File: src/rtl/asca_test_sequencer_if.sv
// Bus bundle between asca_test_sequencer (master) and its loader, core wrapper
// and dump consumer (slave): program load, ROM write, core control, RAM read, dump stream.
interface asca_test_sequencer_if #(
  parameter int unsigned DATA_W = 16,
  parameter int unsigned ADDR_W = 16
);
  // Program load handshake
  logic              ld_valid;
  logic              ld_ready;
  logic [DATA_W-1:0] ld_data;

  // Instruction ROM write port
  logic              rom_we;
  logic [ADDR_W-1:0] rom_waddr;
  logic [DATA_W-1:0] rom_wdata;

  // Core control and observation
  logic              core_reset_n;
  logic              core_rom_en;
  logic              core_ram_cen;
  logic [ADDR_W-1:0] pc_out;

  // Data RAM read port
  logic              ram_re;
  logic [ADDR_W-1:0] ram_raddr;
  logic [DATA_W-1:0] ram_rdata;

  // Dump stream
  logic              dump_valid;
  logic              dump_ready;
  logic [ADDR_W-1:0] dump_addr;
  logic [DATA_W-1:0] dump_data;

  modport master (
    input  ld_valid, ld_data, pc_out, ram_rdata, dump_ready,
    output ld_ready, rom_we, rom_waddr, rom_wdata,
           core_reset_n, core_rom_en, core_ram_cen,
           ram_re, ram_raddr, dump_valid, dump_addr, dump_data
  );

  modport slave (
    output ld_valid, ld_data, pc_out, ram_rdata, dump_ready,
    input  ld_ready, rom_we, rom_waddr, rom_wdata,
           core_reset_n, core_rom_en, core_ram_cen,
           ram_re, ram_raddr, dump_valid, dump_addr, dump_data
  );
endinterface

File: src/rtl/asca_test_sequencer.sv
// Run controller for ASCA16 functional tests: load ROM, hold core in reset, run, dump RAM.
// Branch-to-self halt detection is built only when ASCA_TSEQ_HALT_DETECT_EN is defined.
module asca_test_sequencer #(
  parameter int unsigned DATA_W      = 16,
  parameter int unsigned ADDR_W      = 16,
  parameter int unsigned PROG_LEN    = 256,
  parameter int unsigned HOLD_CYCLES = 3,
  parameter int unsigned RUN_CYCLES  = 136,
  parameter int unsigned HALT_REPEAT = 4,
  parameter int unsigned DUMP_LEN    = 64
) (
  input  logic                  clk,
  input  logic                  reset,
  input  logic                  start,
  asca_test_sequencer_if.master bus,
  output logic                  busy,
  output logic                  done,
  output logic                  halted,
  output logic [ADDR_W-1:0]     run_count
);

  localparam logic [ADDR_W-1:0] PROG_LAST = ADDR_W'(PROG_LEN - 1);
  localparam logic [ADDR_W-1:0] DUMP_LAST = ADDR_W'(DUMP_LEN - 1);
  localparam int unsigned       HOLD_W    = $clog2(HOLD_CYCLES + 1);
  localparam logic [HOLD_W-1:0] HOLD_LAST = HOLD_W'(HOLD_CYCLES - 1);
  localparam int unsigned       RUN_W     = $clog2(RUN_CYCLES + 1);
  localparam logic [RUN_W-1:0]  RUN_LAST  = RUN_W'(RUN_CYCLES - 1);

  typedef enum logic [2:0] {
    IDLE,
    LOAD,
    HOLD,
    RUN,
    DUMP
  } state_t;

  state_t state, state_nx;

  logic [ADDR_W-1:0] ld_idx;
  logic              ld_fire;
  logic [HOLD_W-1:0] hold_cnt;
  logic [RUN_W-1:0]  run_cyc;
  logic              run_last;
  logic              halt_hit;

  logic [ADDR_W-1:0] rd_idx;
  logic              rd_all;
  logic              rd_fresh;
  logic              rd_go;
  logic [DATA_W-1:0] data_q;
  logic              dump_fire;
  logic              dump_last;

  assign ld_fire   = (state == LOAD) && bus.ld_valid;
  assign run_last  = (run_cyc == RUN_LAST);
  assign dump_fire = bus.dump_valid && bus.dump_ready;
  assign dump_last = dump_fire && (bus.dump_addr == DUMP_LAST);
  // A new read may issue in the same cycle the held word is accepted.
  assign rd_go     = !rd_all && (!bus.dump_valid || bus.dump_ready);

  // The first presentation cycle forwards the RAM output; later stall cycles use the captured copy.
  assign bus.dump_data = rd_fresh ? bus.ram_rdata : data_q;

  // ---------------------------------------------------------------------------
  // FSM: state register
  // ---------------------------------------------------------------------------
  always_ff @(posedge clk) begin
    if (reset) begin
      state <= IDLE;
    end else begin
      state <= state_nx;
    end
  end

  // ---------------------------------------------------------------------------
  // FSM: next state
  // ---------------------------------------------------------------------------
  always_comb begin
    state_nx = state;
    unique case (state)
      IDLE:    if (start)                               state_nx = LOAD;
      LOAD:    if (ld_fire && (ld_idx == PROG_LAST))    state_nx = HOLD;
      HOLD:    if (hold_cnt == HOLD_LAST)               state_nx = RUN;
      RUN:     if (run_last || halt_hit)                state_nx = DUMP;
      DUMP:    if (dump_last)                           state_nx = IDLE;
      default:                                          state_nx = IDLE;
    endcase
  end

  // ---------------------------------------------------------------------------
  // FSM: outputs
  // ---------------------------------------------------------------------------
  always_comb begin
    bus.ld_ready     = 1'b0;
    bus.rom_we       = 1'b0;
    bus.rom_waddr    = ld_idx;
    bus.rom_wdata    = '0;
    bus.core_reset_n = 1'b0;
    bus.core_rom_en  = 1'b0;
    bus.core_ram_cen = 1'b0;
    bus.ram_re       = 1'b0;
    bus.ram_raddr    = rd_idx;
    busy             = (state != IDLE);
    unique case (state)
      LOAD: begin
        bus.ld_ready  = 1'b1;
        bus.rom_we    = bus.ld_valid;
        bus.rom_wdata = bus.ld_valid ? bus.ld_data : '0;
      end
      RUN: begin
        bus.core_reset_n = 1'b1;
        bus.core_rom_en  = 1'b1;
        bus.core_ram_cen = 1'b1;
      end
      DUMP: begin
        bus.ram_re = rd_go;
      end
      default: begin
      end
    endcase
  end

  // ---------------------------------------------------------------------------
  // Load / hold / run counters and run status
  // ---------------------------------------------------------------------------
  always_ff @(posedge clk) begin
    if (reset) begin
      ld_idx    <= '0;
      hold_cnt  <= '0;
      run_cyc   <= '0;
      run_count <= '0;
      halted    <= 1'b0;
      done      <= 1'b0;
    end else begin
      if (state == LOAD) begin
        if (ld_fire) begin
          ld_idx <= ld_idx + 1'b1;
        end
      end else begin
        ld_idx <= '0;
      end

      hold_cnt <= (state == HOLD) ? hold_cnt + 1'b1 : '0;
      run_cyc  <= (state == RUN)  ? run_cyc + 1'b1  : '0;

      if ((state == IDLE) && start) begin
        halted    <= 1'b0;
        run_count <= '0;
      end else if (state == RUN) begin
        if (run_count != '1) begin
          run_count <= run_count + 1'b1;
        end
        if (halt_hit) begin
          halted <= 1'b1;
        end
      end

      done <= (state == DUMP) && dump_last;
    end
  end

  // ---------------------------------------------------------------------------
  // Dump read pipeline: one read outstanding, output held until accepted
  // ---------------------------------------------------------------------------
  always_ff @(posedge clk) begin
    if (reset || (state != DUMP)) begin
      rd_idx         <= '0;
      rd_all         <= 1'b0;
      rd_fresh       <= 1'b0;
      data_q         <= '0;
      bus.dump_valid <= 1'b0;
      bus.dump_addr  <= '0;
    end else begin
      rd_fresh <= bus.ram_re;
      if (rd_fresh) begin
        data_q <= bus.ram_rdata;
      end
      if (bus.ram_re) begin
        bus.dump_valid <= 1'b1;
        bus.dump_addr  <= rd_idx;
        if (rd_idx == DUMP_LAST) begin
          rd_all <= 1'b1;
        end else begin
          rd_idx <= rd_idx + 1'b1;
        end
      end else if (dump_fire) begin
        bus.dump_valid <= 1'b0;
      end
    end
  end

  // ---------------------------------------------------------------------------
  // Halt detection
  // ---------------------------------------------------------------------------
`ifdef ASCA_TSEQ_HALT_DETECT_EN
  localparam int unsigned     EQ_W    = $clog2(HALT_REPEAT);
  localparam logic [EQ_W-1:0] EQ_LAST = EQ_W'(HALT_REPEAT - 2);

  logic [ADDR_W-1:0] pc_prev;
  logic              pc_prev_ok;
  logic [EQ_W-1:0]   eq_cnt;
  logic              pc_same;

  // HALT_REPEAT equal samples means HALT_REPEAT-1 consecutive matching comparisons.
  assign pc_same  = pc_prev_ok && (bus.pc_out == pc_prev);
  assign halt_hit = (state == RUN) && pc_same && (eq_cnt == EQ_LAST);

  always_ff @(posedge clk) begin
    if (reset || (state != RUN)) begin
      pc_prev    <= '0;
      pc_prev_ok <= 1'b0;
      eq_cnt     <= '0;
    end else begin
      pc_prev    <= bus.pc_out;
      pc_prev_ok <= 1'b1;
      eq_cnt     <= pc_same ? eq_cnt + 1'b1 : '0;
    end
  end
`else
  logic unused_pc;

  assign halt_hit  = 1'b0;
  assign unused_pc = ^bus.pc_out;
`endif

  // ---------------------------------------------------------------------------
  // Protocol properties
  // ---------------------------------------------------------------------------
  a_dump_hold: assert property (@(posedge clk) disable iff (reset)
    (bus.dump_valid && !bus.dump_ready) |=>
      (bus.dump_valid && $stable(bus.dump_addr) && $stable(bus.dump_data)));

  a_one_outstanding: assert property (@(posedge clk) disable iff (reset)
    bus.ram_re |-> (!bus.dump_valid || bus.dump_ready));

endmodule

File: src/flat_wrapper.sv
// flat-port wrapper written by rule: the top's interface ports become plain ports
module asca_test_sequencer_flat 
#(
  parameter int unsigned DATA_W      = 16,
  parameter int unsigned ADDR_W      = 16,
  parameter int unsigned PROG_LEN    = 256,
  parameter int unsigned HOLD_CYCLES = 3,
  parameter int unsigned RUN_CYCLES  = 136,
  parameter int unsigned HALT_REPEAT = 4,
  parameter int unsigned DUMP_LEN    = 64
)
  (clk, reset, start, busy, done, halted, run_count, bus_ld_valid, bus_ld_data, bus_pc_out, bus_ram_rdata, bus_dump_ready, bus_ld_ready, bus_rom_we, bus_rom_waddr, bus_rom_wdata, bus_core_reset_n, bus_core_rom_en, bus_core_ram_cen, bus_ram_re, bus_ram_raddr, bus_dump_valid, bus_dump_addr, bus_dump_data);
  asca_test_sequencer_if #(.DATA_W(DATA_W), .ADDR_W(ADDR_W)) bus_i ();
  input  logic clk;
  input  logic reset;
  input  logic start;
  output logic busy;
  output logic done;
  output logic halted;
  output logic [ADDR_W-1:0] run_count;
  input wire logic [$bits(bus_i.ld_valid)-1:0] bus_ld_valid;
  input wire logic [$bits(bus_i.ld_data)-1:0] bus_ld_data;
  input wire logic [$bits(bus_i.pc_out)-1:0] bus_pc_out;
  input wire logic [$bits(bus_i.ram_rdata)-1:0] bus_ram_rdata;
  input wire logic [$bits(bus_i.dump_ready)-1:0] bus_dump_ready;
  output wire logic [$bits(bus_i.ld_ready)-1:0] bus_ld_ready;
  output wire logic [$bits(bus_i.rom_we)-1:0] bus_rom_we;
  output wire logic [$bits(bus_i.rom_waddr)-1:0] bus_rom_waddr;
  output wire logic [$bits(bus_i.rom_wdata)-1:0] bus_rom_wdata;
  output wire logic [$bits(bus_i.core_reset_n)-1:0] bus_core_reset_n;
  output wire logic [$bits(bus_i.core_rom_en)-1:0] bus_core_rom_en;
  output wire logic [$bits(bus_i.core_ram_cen)-1:0] bus_core_ram_cen;
  output wire logic [$bits(bus_i.ram_re)-1:0] bus_ram_re;
  output wire logic [$bits(bus_i.ram_raddr)-1:0] bus_ram_raddr;
  output wire logic [$bits(bus_i.dump_valid)-1:0] bus_dump_valid;
  output wire logic [$bits(bus_i.dump_addr)-1:0] bus_dump_addr;
  output wire logic [$bits(bus_i.dump_data)-1:0] bus_dump_data;
  assign bus_i.ld_valid = bus_ld_valid;
  assign bus_i.ld_data = bus_ld_data;
  assign bus_i.pc_out = bus_pc_out;
  assign bus_i.ram_rdata = bus_ram_rdata;
  assign bus_i.dump_ready = bus_dump_ready;
  assign bus_ld_ready = bus_i.ld_ready;
  assign bus_rom_we = bus_i.rom_we;
  assign bus_rom_waddr = bus_i.rom_waddr;
  assign bus_rom_wdata = bus_i.rom_wdata;
  assign bus_core_reset_n = bus_i.core_reset_n;
  assign bus_core_rom_en = bus_i.core_rom_en;
  assign bus_core_ram_cen = bus_i.core_ram_cen;
  assign bus_ram_re = bus_i.ram_re;
  assign bus_ram_raddr = bus_i.ram_raddr;
  assign bus_dump_valid = bus_i.dump_valid;
  assign bus_dump_addr = bus_i.dump_addr;
  assign bus_dump_data = bus_i.dump_data;
  asca_test_sequencer #(.DATA_W(DATA_W), .ADDR_W(ADDR_W), .PROG_LEN(PROG_LEN), .HOLD_CYCLES(HOLD_CYCLES), .RUN_CYCLES(RUN_CYCLES), .HALT_REPEAT(HALT_REPEAT), .DUMP_LEN(DUMP_LEN)) u_core (.clk(clk), .reset(reset), .start(start), .bus(bus_i), .busy(busy), .done(done), .halted(halted), .run_count(run_count));
endmodule
File: config.mk
export PLATFORM = sky130hd
export DESIGN_NAME = asca_test_sequencer_flat
export DESIGN_NICKNAME = d
export VERILOG_FILES = /design/src/rtl/asca_test_sequencer_if.sv /design/src/rtl/asca_test_sequencer.sv /design/src/flat_wrapper.sv
export SDC_FILE = /design/constraint.sdc
export NUM_CORES = 1
export LEC_CHECK = 0
export BUFFER_PORTS_ARGS = -buffer_cell sky130_fd_sc_hd__buf_4
export CORE_MARGIN = 1.5
export CORE_UTILIZATION = 45
export CTS_CLUSTER_DIAMETER = 200
export CTS_CLUSTER_SIZE = 10
export DETAILED_ROUTE_END_ITERATION = 6
export PLACE_DENSITY = 0.75
export REMOVE_ABC_BUFFERS = 1
export SLEW_MARGIN = 40
export SYNTH_ARGS = -nofsm -noshare
export SYNTH_HDL_FRONTEND = slang
export SYNTH_SLANG_ARGS = --single-unit
File: constraint.sdc
create_clock -name clk -period 2.1 [get_ports clk]
set_input_delay 0.315 -clock clk [delete_from_list [all_inputs] [get_ports clk]]
set_output_delay 0.315 -clock clk [all_outputs]
set_load 0.03 [all_outputs]
==> results of run 1 <==
-- state kept, by name, summed over array words and instances, names as in the netlist, 2 cells and up --
register	flops
u_core.bus.dump_addr	16
u_core.bus.ram_raddr	16
u_core.bus.rom_waddr	16
u_core.data_q	16
u_core.run_count	16
u_core.run_cyc	8
u_core.state	3
u_core.hold_cnt	2
-- cell families (layout without fill, tap and decap cells) --
| group | after synthesis | after routing |
|---|---|---|
| AOI/OAI and AO/OA | 65 | 65 |
| xor gates and xnor gates | 38 | 38 |
| adders and majority gates | 5 | 5 |
| buffers and inverters | 36 | 202 |
| DFF | 97 | 97 |
| muxes | 19 | 19 |
| other | 1 | 1 |
| and+or+nand+nor | 240 | 240 |
-- routing by layer --
metal | up-vias | part of all wire
met2 | 156 | 0.49
met1 | 1890 | 0.44
met4 | 0 | 0.015
met5 | - | 0
li1 | 2052 | -
met3 | 16 | 0.057
-- power breakdown --
part	total [uW]	leakage, uW	internal, uW	switching (uW)
combinational	800	0.00160	357	443
clock	1240	0.000105	612	627
sequential	1900	0.000784	1870	25.3
total	3930	0.00249	2840	1100
-- worst max-delay path, delay by kind of cell (launching register included) --
kind,cells,cell delay [ps]
AND/OR/NAND/NOR,3,960
adder cells (fa/ha/maj),1,170
AO/OA/AOI/OAI,2,410
buffers and inverters,1,140
flip-flops,1,340
-- cells in the mapped netlist (9+ instances only) --
master                     number
sky130_fd_sc_hd__nand2_1       55
sky130_fd_sc_hd__or3_1          9
sky130_fd_sc_hd__clkbuf_1      16
sky130_fd_sc_hd__mux2_2        16
sky130_fd_sc_hd__inv_1         11
sky130_fd_sc_hd__and2_1        38
sky130_fd_sc_hd__nor2_1        55
sky130_fd_sc_hd__o21ai_0       10
sky130_fd_sc_hd__xnor2_1       16
sky130_fd_sc_hd__a21oi_1       29
sky130_fd_sc_hd__dfxtp_1       97
sky130_fd_sc_hd__xor2_1        22
sky130_fd_sc_hd__nand4_1       11
sky130_fd_sc_hd__nand3_1       20
sky130_fd_sc_hd__and3_1         9
-- per-stage QoR --
step / hold WS, ps / std cells / power, uW
finish: 189.1 / 796 / 3935
global route: 183.3 / 796 / 4104
CTS: 183.0 / 792 / 3911
detailed placement: 406.4 / 772 / 2640
global placement: 400.1 / 772 / 2622
floorplan: 384.1 / 478 / 2324
-- layout make-up --
type / instances / area, sq um / share of cell area
inverters: 13 / 61.31 / 0.01014
clock inverters: 4 / 52.55 / 0.008688
clock buffers: 11 / 151.4 / 0.02503
flip-flops and latches: 97 / 1948 / 0.3221
multi-input cells: 368 / 2337 / 0.3864
well taps: 129 / 161.4 / 0.02669
repair buffers: 174 / 1336 / 0.2209
-- how the worst max path moves through the flow --
stage / depth (start not counted) / end / slack (ps)
after floorplan: 5 / u_core.bus.rom_waddr[13] / -1310
final: 7 / u_core.state[0] / -10
after global routing: 7 / u_core.state[0] / -70
after global placement: 7 / u_core.state[1] / 20
after detailed placement: 6 / u_core.state[1] / -90
after CTS: 5 / bus_ram_re / -40
-- what timing repair did --
action | in CTS | in global routing
setup buffers | 5 | 3
resized for setup | 7 | 24
pin swaps | 4 | 6
gates cloned | 0 | 1
endpoints found under the setup margin | 3 | 32
==> impl_results.html, run 1 <==
<table>
<tr><th>Metric</th><th>Value</th></tr>
<tr><th colspan="2">Outcome</th></tr>
<tr><td>Outcome</td><td>finished, violations left</td></tr>
<tr><td>Failing checks</td><td>negative setup slack</td></tr>
<tr><th colspan="2">Setup path</th></tr>
<tr><td>End of the worst register-to-register path</td><td>u_core.state[0]</td></tr>
<tr><td>Maximum fanout along the worst path</td><td>2</td></tr>
<tr><td>Cell-by-cell listing of the critical path</td><td>ha_2, nand2_1, or4b_4, o31a_1, buf_4, or4_1, a21oi_2</td></tr>
<tr><td>Setup CP Type</td><td>reg2reg</td></tr>
<tr><td>Launch point of the worst reg-to-reg path</td><td>u_core.bus.rom_waddr[1]</td></tr>
<tr><td>Kind of capture point of the worst setup path</td><td>register</td></tr>
<tr><td>Data required time of the worst path</td><td>2380 ps</td></tr>
<tr><td>Register-to-Register Path Depth</td><td>7</td></tr>
<tr><td>Crit start category</td><td>register</td></tr>
<tr><td>Largest stage delay on the critical path</td><td>480 ps</td></tr>
<tr><td>Worst Setup SP</td><td>u_core.bus.rom_waddr[1]</td></tr>
<tr><td>Slack of the worst reg-to-reg path</td><td>-10 ps</td></tr>
<tr><td>Arrival time at the worst endpoint</td><td>2400 ps</td></tr>
<tr><td>Cell with the largest stage delay on the worst path</td><td>sky130_fd_sc_hd__or4b_4</td></tr>
<tr><th colspan="2">Floorplanning</th></tr>
<tr><td>Total core area</td><td>9328 sq um</td></tr>
<tr><td>Horizontal extent of the die</td><td>101.7 um</td></tr>
<tr><td>Number of ports placed on the die boundary</td><td>159</td></tr>
<tr><td>Die Height</td><td>101.7 um</td></tr>
<tr><td>Number of standard-cell rows in the floorplan</td><td>35</td></tr>
<tr><td>Initial core utilization</td><td>0.4699</td></tr>
<tr><td>Die area</td><td>10340 sq um</td></tr>
<tr><th colspan="2">Yosys</th></tr>
<tr><td>Top flip-flop cell by instance count after synthesis</td><td>sky130_fd_sc_hd__dfxtp_1</td></tr>
<tr><td>Number of synthesized flops with an enable pin</td><td>0</td></tr>
<tr><td>Cell taking the most area after synthesis</td><td>sky130_fd_sc_hd__dfxtp_1</td></tr>
<tr><td>Post-synthesis mux area share</td><td>0.04796</td></tr>
<tr><td>Flip-flop and latch count after synthesis</td><td>97</td></tr>
<tr><td>Fraction of synthesized cell area taken by the top area cell type</td><td>0.4430</td></tr>
<tr><td>Post-synthesis cell area</td><td>4383 sq um</td></tr>
<tr><td>Synth Area in Compound Gates</td><td>0.08992</td></tr>
<tr><td>Largest cells by area after synthesis</td><td>sky130_fd_sc_hd__dfxtp_1, sky130_fd_sc_hd__and2_1, sky130_fd_sc_hd__nand2_1, sky130_fd_sc_hd__nor2_1, sky130_fd_sc_hd__xor2_1</td></tr>
<tr><td>Simple-gate share of the synthesized area</td><td>0.2878</td></tr>
<tr><td>Yosys warns</td><td>0</td></tr>
<tr><td>Instance count of the mapped netlist</td><td>501</td></tr>
<tr><td>Post-synth cell types</td><td>51</td></tr>
<tr><td>Mean post-synth cell area</td><td>8.748 sq um</td></tr>
<tr><td>Sequential fraction of the synthesis area</td><td>0.4430</td></tr>
<tr><td>Main combinational cell family by area after synthesis</td><td>simple AND/OR/NAND/NOR gates</td></tr>
<tr><td>XOR/XNOR Fraction of Synth Area</td><td>0.07593</td></tr>
<tr><td>Adder-cell area share of the yosys netlist</td><td>0.01427</td></tr>
<tr><td>Proportion of register bits with asynchronous set or reset after synthesis</td><td>0</td></tr>
<tr><th colspan="2">Clock network</th></tr>
<tr><td>Clk Latency, worst-skew pair</td><td>360 ps</td></tr>
<tr><td>Clock tree from TritonCTS</td><td>built</td></tr>
<tr><td>Sinks on the clock net</td><td>97</td></tr>
<tr><td>H-tree level count</td><td>3</td></tr>
<tr><td>Number of hold-repair buffers added at the cts stage</td><td>0</td></tr>
<tr><td>Clock root buffer</td><td>sky130_fd_sc_hd__clkbuf_8</td></tr>
<tr><td>Maximum clock path buffer count</td><td>2</td></tr>
<tr><td>Clock slew at reported path FFs</td><td>90 ps</td></tr>
<tr><td>Number of buffers inserted during clock tree synthesis</td><td>9</td></tr>
<tr><th colspan="2">Drt</th></tr>
<tr><td>Total Wirelength</td><td>11020 um</td></tr>
<tr><td>Count of TritonRoute iterations in the first routing pass</td><td>4</td></tr>
<tr><td>Wire length per cell after detailed routing</td><td>13.84 um</td></tr>
<tr><td>Violation count after the first detailed-routing iteration</td><td>112</td></tr>
<tr><td>Drt drc</td><td>0</td></tr>
<tr><td>Vias per Instance</td><td>5.168</td></tr>
<tr><td>Via count</td><td>4114</td></tr>
<tr><td>DRT antenna net count</td><td>0</td></tr>
<tr><th colspan="2">Timing</th></tr>
<tr><td>Setup WS post-layout</td><td>-14.47 ps</td></tr>
<tr><td>Final Cycle Share</td><td>1.007</td></tr>
<tr><td>Number of hold-slack violations in the final timing report</td><td>0</td></tr>
<tr><td>Crit path time final</td><td>2114 ps</td></tr>
<tr><td>F_max</td><td>472.9 MHz</td></tr>
<tr><td>Fin. max-slew vios</td><td>0</td></tr>
<tr><td>Clk_skew</td><td>13.57 ps</td></tr>
<tr><td>RSZ-0062 raised after global routing</td><td>true</td></tr>
<tr><td>Total of endpoints with negative setup slack in the final report</td><td>2</td></tr>
<tr><td>Worst relative slew slack</td><td>0.6395</td></tr>
<tr><td>Slew at the pin with the worst max-slew slack</td><td>539.4 ps</td></tr>
<tr><td>Setup TNS Final</td><td>-23.04 ps</td></tr>
<tr><th colspan="2">Layout</th></tr>
<tr><td>Count of antenna diodes in the layout</td><td>0</td></tr>
<tr><td>Most common cell after layout, fill and taps aside</td><td>sky130_fd_sc_hd__buf_4</td></tr>
<tr><td>Fraction of final layout cells with drive strength greater than 1</td><td>0.3433</td></tr>
<tr><td>Layout-stage area growth over the synthesis result</td><td>38.00%</td></tr>
<tr><td>Commonest non-fill, non-tap cells in the layout</td><td>sky130_fd_sc_hd__buf_4, sky130_fd_sc_hd__dfxtp_1, sky130_fd_sc_hd__nor2_1, sky130_fd_sc_hd__nand2_1, sky130_fd_sc_hd__and2_1</td></tr>
<tr><td>Summed area of non-filler cells in the final layout</td><td>6048 sq um</td></tr>
<tr><td>Util after Layout</td><td>0.6484</td></tr>
<tr><td>Final net count</td><td>721</td></tr>
<tr><td>Fill cell instance count of the final layout</td><td>815</td></tr>
<tr><th colspan="2">Power</th></tr>
<tr><td>Static leakage power</td><td>0.002492 uW</td></tr>
<tr><td>Power per cell area</td><td>650.6 nW/um^2</td></tr>
<tr><td>Worst ir drop on vdd</td><td>0.0003616 V</td></tr>
<tr><th colspan="2">Place</th></tr>
<tr><td>Post-Place Setup Slack</td><td>-94.69 ps</td></tr>
<tr><td>Placement Cell Area</td><td>5674 sq um</td></tr>
<tr><td>HPWL after detailed placement</td><td>7832 um</td></tr>
<tr><td>RePlAce Congestion</td><td>0.8163</td></tr>
<tr><td>Count of port buffers added during placement</td><td>141</td></tr>
<tr><th colspan="2">Hold path</th></tr>
<tr><td>Hold Path End</td><td>u_core.state[0]</td></tr>
<tr><td>Hold Path Depth</td><td>2</td></tr>
<tr><td>Hold Path Origin</td><td>reset</td></tr>
<tr><td>HP Class</td><td>in2reg</td></tr>
<tr><th colspan="2">Global route</th></tr>
<tr><td>Maximum number of pins on one net before global-route repair</td><td>21</td></tr>
<tr><td>Vias in the first global route</td><td>3903</td></tr>
<tr><td>Met3 layer usage reported by global route</td><td>0.03865</td></tr>
<tr><td>Global-route congestion overflow total</td><td>0</td></tr>
<tr><td>Most Crowded Layer GR</td><td>met2</td></tr>
<tr><td>First-pass GRT wire length</td><td>17300 um</td></tr>
<tr><td>Total GRT Usage</td><td>0.2069</td></tr>
<tr><td>Met1 routing resource usage after global routing</td><td>0.2509</td></tr>
<tr><td>Grt met2 use</td><td>0.3626</td></tr>
<tr><td>Number of antenna violations at the first check in global routing</td><td>0</td></tr>
<tr><th colspan="2">Run</th></tr>
<tr><td>Max-cap violations</td><td>0</td></tr>
</table>
(Power assumes the default switching activity.)
==> inputs of run 2 (changes only) <==
- CORE_MARGIN: 1.5 -> 5
- SLEW_MARGIN: 40 -> 30
==> impl_results.html, run 2 (synthesis gave the netlist of run 1 again) <==
<table>
<tr><th>Metric</th><th>Value</th></tr>
<tr><th colspan="2">Layout</th></tr>
<tr><td>Final net count</td><td>724 (+0.42%)</td></tr>
<tr><td>Commonest non-fill, non-tap cells in the layout</td><td>sky130_fd_sc_hd__buf_4, sky130_fd_sc_hd__dfxtp_1, sky130_fd_sc_hd__nor2_1, sky130_fd_sc_hd__nand2_1, sky130_fd_sc_hd__a21oi_1</td></tr>
<tr><td>Layout-stage area growth over the synthesis result</td><td>39.68%</td></tr>
<tr><td>Util after Layout</td><td>0.6351 (-0.01330)</td></tr>
<tr><td>Fraction of final layout cells with drive strength greater than 1</td><td>0.3517 (+0.008386)</td></tr>
<tr><td>Count of antenna diodes in the layout</td><td>0 (unchanged)</td></tr>
<tr><td>Most common cell after layout, fill and taps aside</td><td>sky130_fd_sc_hd__buf_4</td></tr>
<tr><td>Summed area of non-filler cells in the final layout</td><td>6122 sq um (+1.2%)</td></tr>
<tr><th colspan="2">Floorplanning</th></tr>
<tr><td>Die Height</td><td>108.7 um (+6.9%)</td></tr>
<tr><td>Initial core utilization</td><td>0.4547 (-0.01519)</td></tr>
<tr><td>Horizontal extent of the die</td><td>108.7 um (+6.9%)</td></tr>
<tr><td>Number of standard-cell rows in the floorplan</td><td>36 (+2.9%)</td></tr>
<tr><td>Die area</td><td>11810 sq um (+14%)</td></tr>
<tr><td>Number of ports placed on the die boundary</td><td>159 (unchanged)</td></tr>
<tr><td>Total core area</td><td>9639 sq um (+3.3%)</td></tr>
<tr><th colspan="2">Clock network</th></tr>
<tr><td>Maximum clock path buffer count</td><td>2 (unchanged)</td></tr>
<tr><td>H-tree level count</td><td>3 (unchanged)</td></tr>
<tr><td>Number of buffers inserted during clock tree synthesis</td><td>9 (unchanged)</td></tr>
<tr><td>Clk Latency, worst-skew pair</td><td>360 ps (about the same)</td></tr>
<tr><td>Sinks on the clock net</td><td>97 (unchanged)</td></tr>
<tr><td>Clock tree from TritonCTS</td><td>built</td></tr>
<tr><td>Clock slew at reported path FFs</td><td>90 ps (about the same)</td></tr>
<tr><td>Clock root buffer</td><td>sky130_fd_sc_hd__clkbuf_8</td></tr>
<tr><td>Number of hold-repair buffers added at the cts stage</td><td>0 (unchanged)</td></tr>
<tr><th colspan="2">Setup path</th></tr>
<tr><td>WP buf/inv</td><td>5 (+4)</td></tr>
<tr><td>Kind of cell adding the most delay to the critical path</td><td>buffers and inverters</td></tr>
<tr><td>Largest stage delay on the critical path</td><td>370 ps (-110 ps)</td></tr>
<tr><td>Setup CP Type</td><td>reg2out</td></tr>
<tr><td>Maximum fanout along the worst path</td><td>5 (+3)</td></tr>
<tr><td>Kind of capture point of the worst setup path</td><td>output pin</td></tr>
<tr><td>Data required time of the worst path</td><td>1780 ps (-600 ps)</td></tr>
<tr><td>Cell-by-cell listing of the critical path</td><td>buf_6, buf_6, nor4bb_4, buf_4, buf_6, and2_4, buf_6</td></tr>
<tr><td>Crit start category</td><td>register</td></tr>
<tr><td>Most common cell on crit path</td><td>sky130_fd_sc_hd__buf_6</td></tr>
<tr><td>Arrival time at the worst endpoint</td><td>1770 ps (-630 ps)</td></tr>
<tr><td>Cell with the largest stage delay on the worst path</td><td>sky130_fd_sc_hd__dfxtp_4</td></tr>
<tr><th colspan="2">Place</th></tr>
<tr><td>Count of port buffers added during placement</td><td>141 (unchanged)</td></tr>
<tr><td>HPWL after detailed placement</td><td>8319 um (+6.2%)</td></tr>
<tr><td>Placement Cell Area</td><td>5687 sq um (+0.22%)</td></tr>
<tr><td>RePlAce Congestion</td><td>0.8579 (+5.1%)</td></tr>
<tr><th colspan="2">Run</th></tr>
<tr><td>Max-cap violations</td><td>0 (unchanged)</td></tr>
<tr><th colspan="2">Global route</th></tr>
<tr><td>Maximum number of pins on one net before global-route repair</td><td>19 (-9.5%)</td></tr>
<tr><td>Global-route congestion overflow total</td><td>0 (unchanged)</td></tr>
<tr><td>First-pass GRT wire length</td><td>18170 um (+5.0%)</td></tr>
<tr><td>Vias in the first global route</td><td>3834 (-1.8%)</td></tr>
<tr><td>Total GRT Usage</td><td>0.1896 (-0.01728)</td></tr>
<tr><td>Number of antenna violations at the first check in global routing</td><td>0 (unchanged)</td></tr>
<tr><th colspan="2">Timing</th></tr>
<tr><td>Number of hold-slack violations in the final timing report</td><td>0 (unchanged)</td></tr>
<tr><td>Crit path time final</td><td>2088 ps (-26.26 ps)</td></tr>
<tr><td>Slew at the pin with the worst max-slew slack</td><td>639.0 ps (+99.65 ps)</td></tr>
<tr><td>F_max</td><td>478.9 MHz (+1.3%)</td></tr>
<tr><td>Worst relative slew slack</td><td>0.5727 (-0.06688)</td></tr>
<tr><td>Clk_skew</td><td>11.08 ps (-2.490 ps)</td></tr>
<tr><td>RSZ-0062 raised after global routing</td><td>true</td></tr>
<tr><td>Total of endpoints with negative setup slack in the final report</td><td>0 (-2)</td></tr>
<tr><td>Fin. max-slew vios</td><td>0 (unchanged)</td></tr>
<tr><td>Final Cycle Share</td><td>0.9944 (-0.01251)</td></tr>
<tr><td>Setup TNS Final</td><td>0 ps (+23.04 ps)</td></tr>
<tr><td>Worst hold margin</td><td>183.7 ps (-5.401 ps)</td></tr>
<tr><th colspan="2">Power</th></tr>
<tr><td>Static leakage power</td><td>0.002525 uW (+1.3%)</td></tr>
<tr><td>Power per cell area</td><td>642.7 nW/um^2 (-1.2%)</td></tr>
<tr><td>Worst ir drop on vdd</td><td>0.0003545 V (-2.0%)</td></tr>
<tr><th colspan="2">Drt</th></tr>
<tr><td>Met2 WL post-DR</td><td>5579 um (+3.6%)</td></tr>
<tr><td>Violation count after the first detailed-routing iteration</td><td>232 (+110%)</td></tr>
<tr><td>DRT antenna net count</td><td>0 (unchanged)</td></tr>
<tr><td>Wire length per cell after detailed routing</td><td>14.60 um (+5.4%)</td></tr>
<tr><td>Count of TritonRoute iterations in the first routing pass</td><td>4 (unchanged)</td></tr>
<tr><td>Vias per Instance</td><td>5.128 (-0.78%)</td></tr>
<tr><td>Routed length on met1</td><td>5088 um (+5.1%)</td></tr>
<tr><td>Highest metal layer with signal wires</td><td>met4</td></tr>
<tr><td>Drt drc</td><td>0 (unchanged)</td></tr>
<tr><td>Total Wirelength</td><td>11740 um (+6.5%)</td></tr>
<tr><td>Detailed route wirelength on metal3</td><td>847 um (+34%)</td></tr>
<tr><td>Via count</td><td>4123 (+0.22%)</td></tr>
<tr><th colspan="2">Outcome</th></tr>
<tr><td>Outcome</td><td>finished, final reports clean</td></tr>
<tr><th colspan="2">Hold path</th></tr>
<tr><td>HP Class</td><td>in2reg</td></tr>
</table>
[run 2: routing by layer]
metal | track usage | vias up
met2 | 0.3098 | 150
met4 | 0.07665 | 0
li1 | - | 2057
met3 | 0.04737 | 16
met5 | 0 | -
met1 | 0.2399 | 1900
[run 2: final timing paths]
kind              slack [ps]  depth (start not counted)                 end               start
setup reg to reg          50                          6     u_core.state[1]     u_core.state[0]
setup / recovery          10                          7    bus_rom_wdata[0]     u_core.state[0]
hold reg to reg          420                          1  u_core.hold_cnt[0]  u_core.hold_cnt[0]
hold / removal           180                          2     u_core.state[1]               reset
[run 2: worst reg2reg max path: stages (launching register included)]
cell                       delay [ps]
sky130_fd_sc_hd__dfxtp_4          370
sky130_fd_sc_hd__buf_6            110
sky130_fd_sc_hd__nand2b_1          70
sky130_fd_sc_hd__or4b_4           530
sky130_fd_sc_hd__o31a_1           290
sky130_fd_sc_hd__or3b_4           390
sky130_fd_sc_hd__a211oi_2         210
[run 2: what timing repair did]
item | CTS | global route
hold endpoints to repair | 0 | 0
gates cloned | 1 | 2
setup buffers | 3 | 6
resized for setup | 11 | 49
setup endpoints to repair | 9 | 23
pin swaps | 3 | 12
[run 2: cell type report]
type / count / area, sq um
multi-input cells: 368 / 2333
flip-flops and latches: 97 / 1948
inverters: 13 / 63.81
clock inverters: 4 / 27.53
clock buffers: 12 / 155.1
fillers: 813 / 3517
repair buffers: 177 / 1428
well taps: 133 / 166.4
[run 2: metrics by stage]
stage	setup slack [ps]	std cells	power [uW]
2_1_floorplan	-1308	478	2324
3_5_place_dp	-76.15	777	2646
4_1_cts	-15.62	796	3834
6_report	11.79	804	3935
5_1_grt	-81.97	804	4120
3_3_place_gp	14.56	777	2628
[run 2: power breakdown]
group / total (uW) / leakage, uW / internal [uW] / switching (uW)
clock network: 1130 / 0.0000846 / 494 / 638
registers: 1900 / 0.000783 / 1870 / 25.8
logic: 905 / 0.00166 / 431 / 473
total: 3930 / 0.00252 / 2800 / 1140
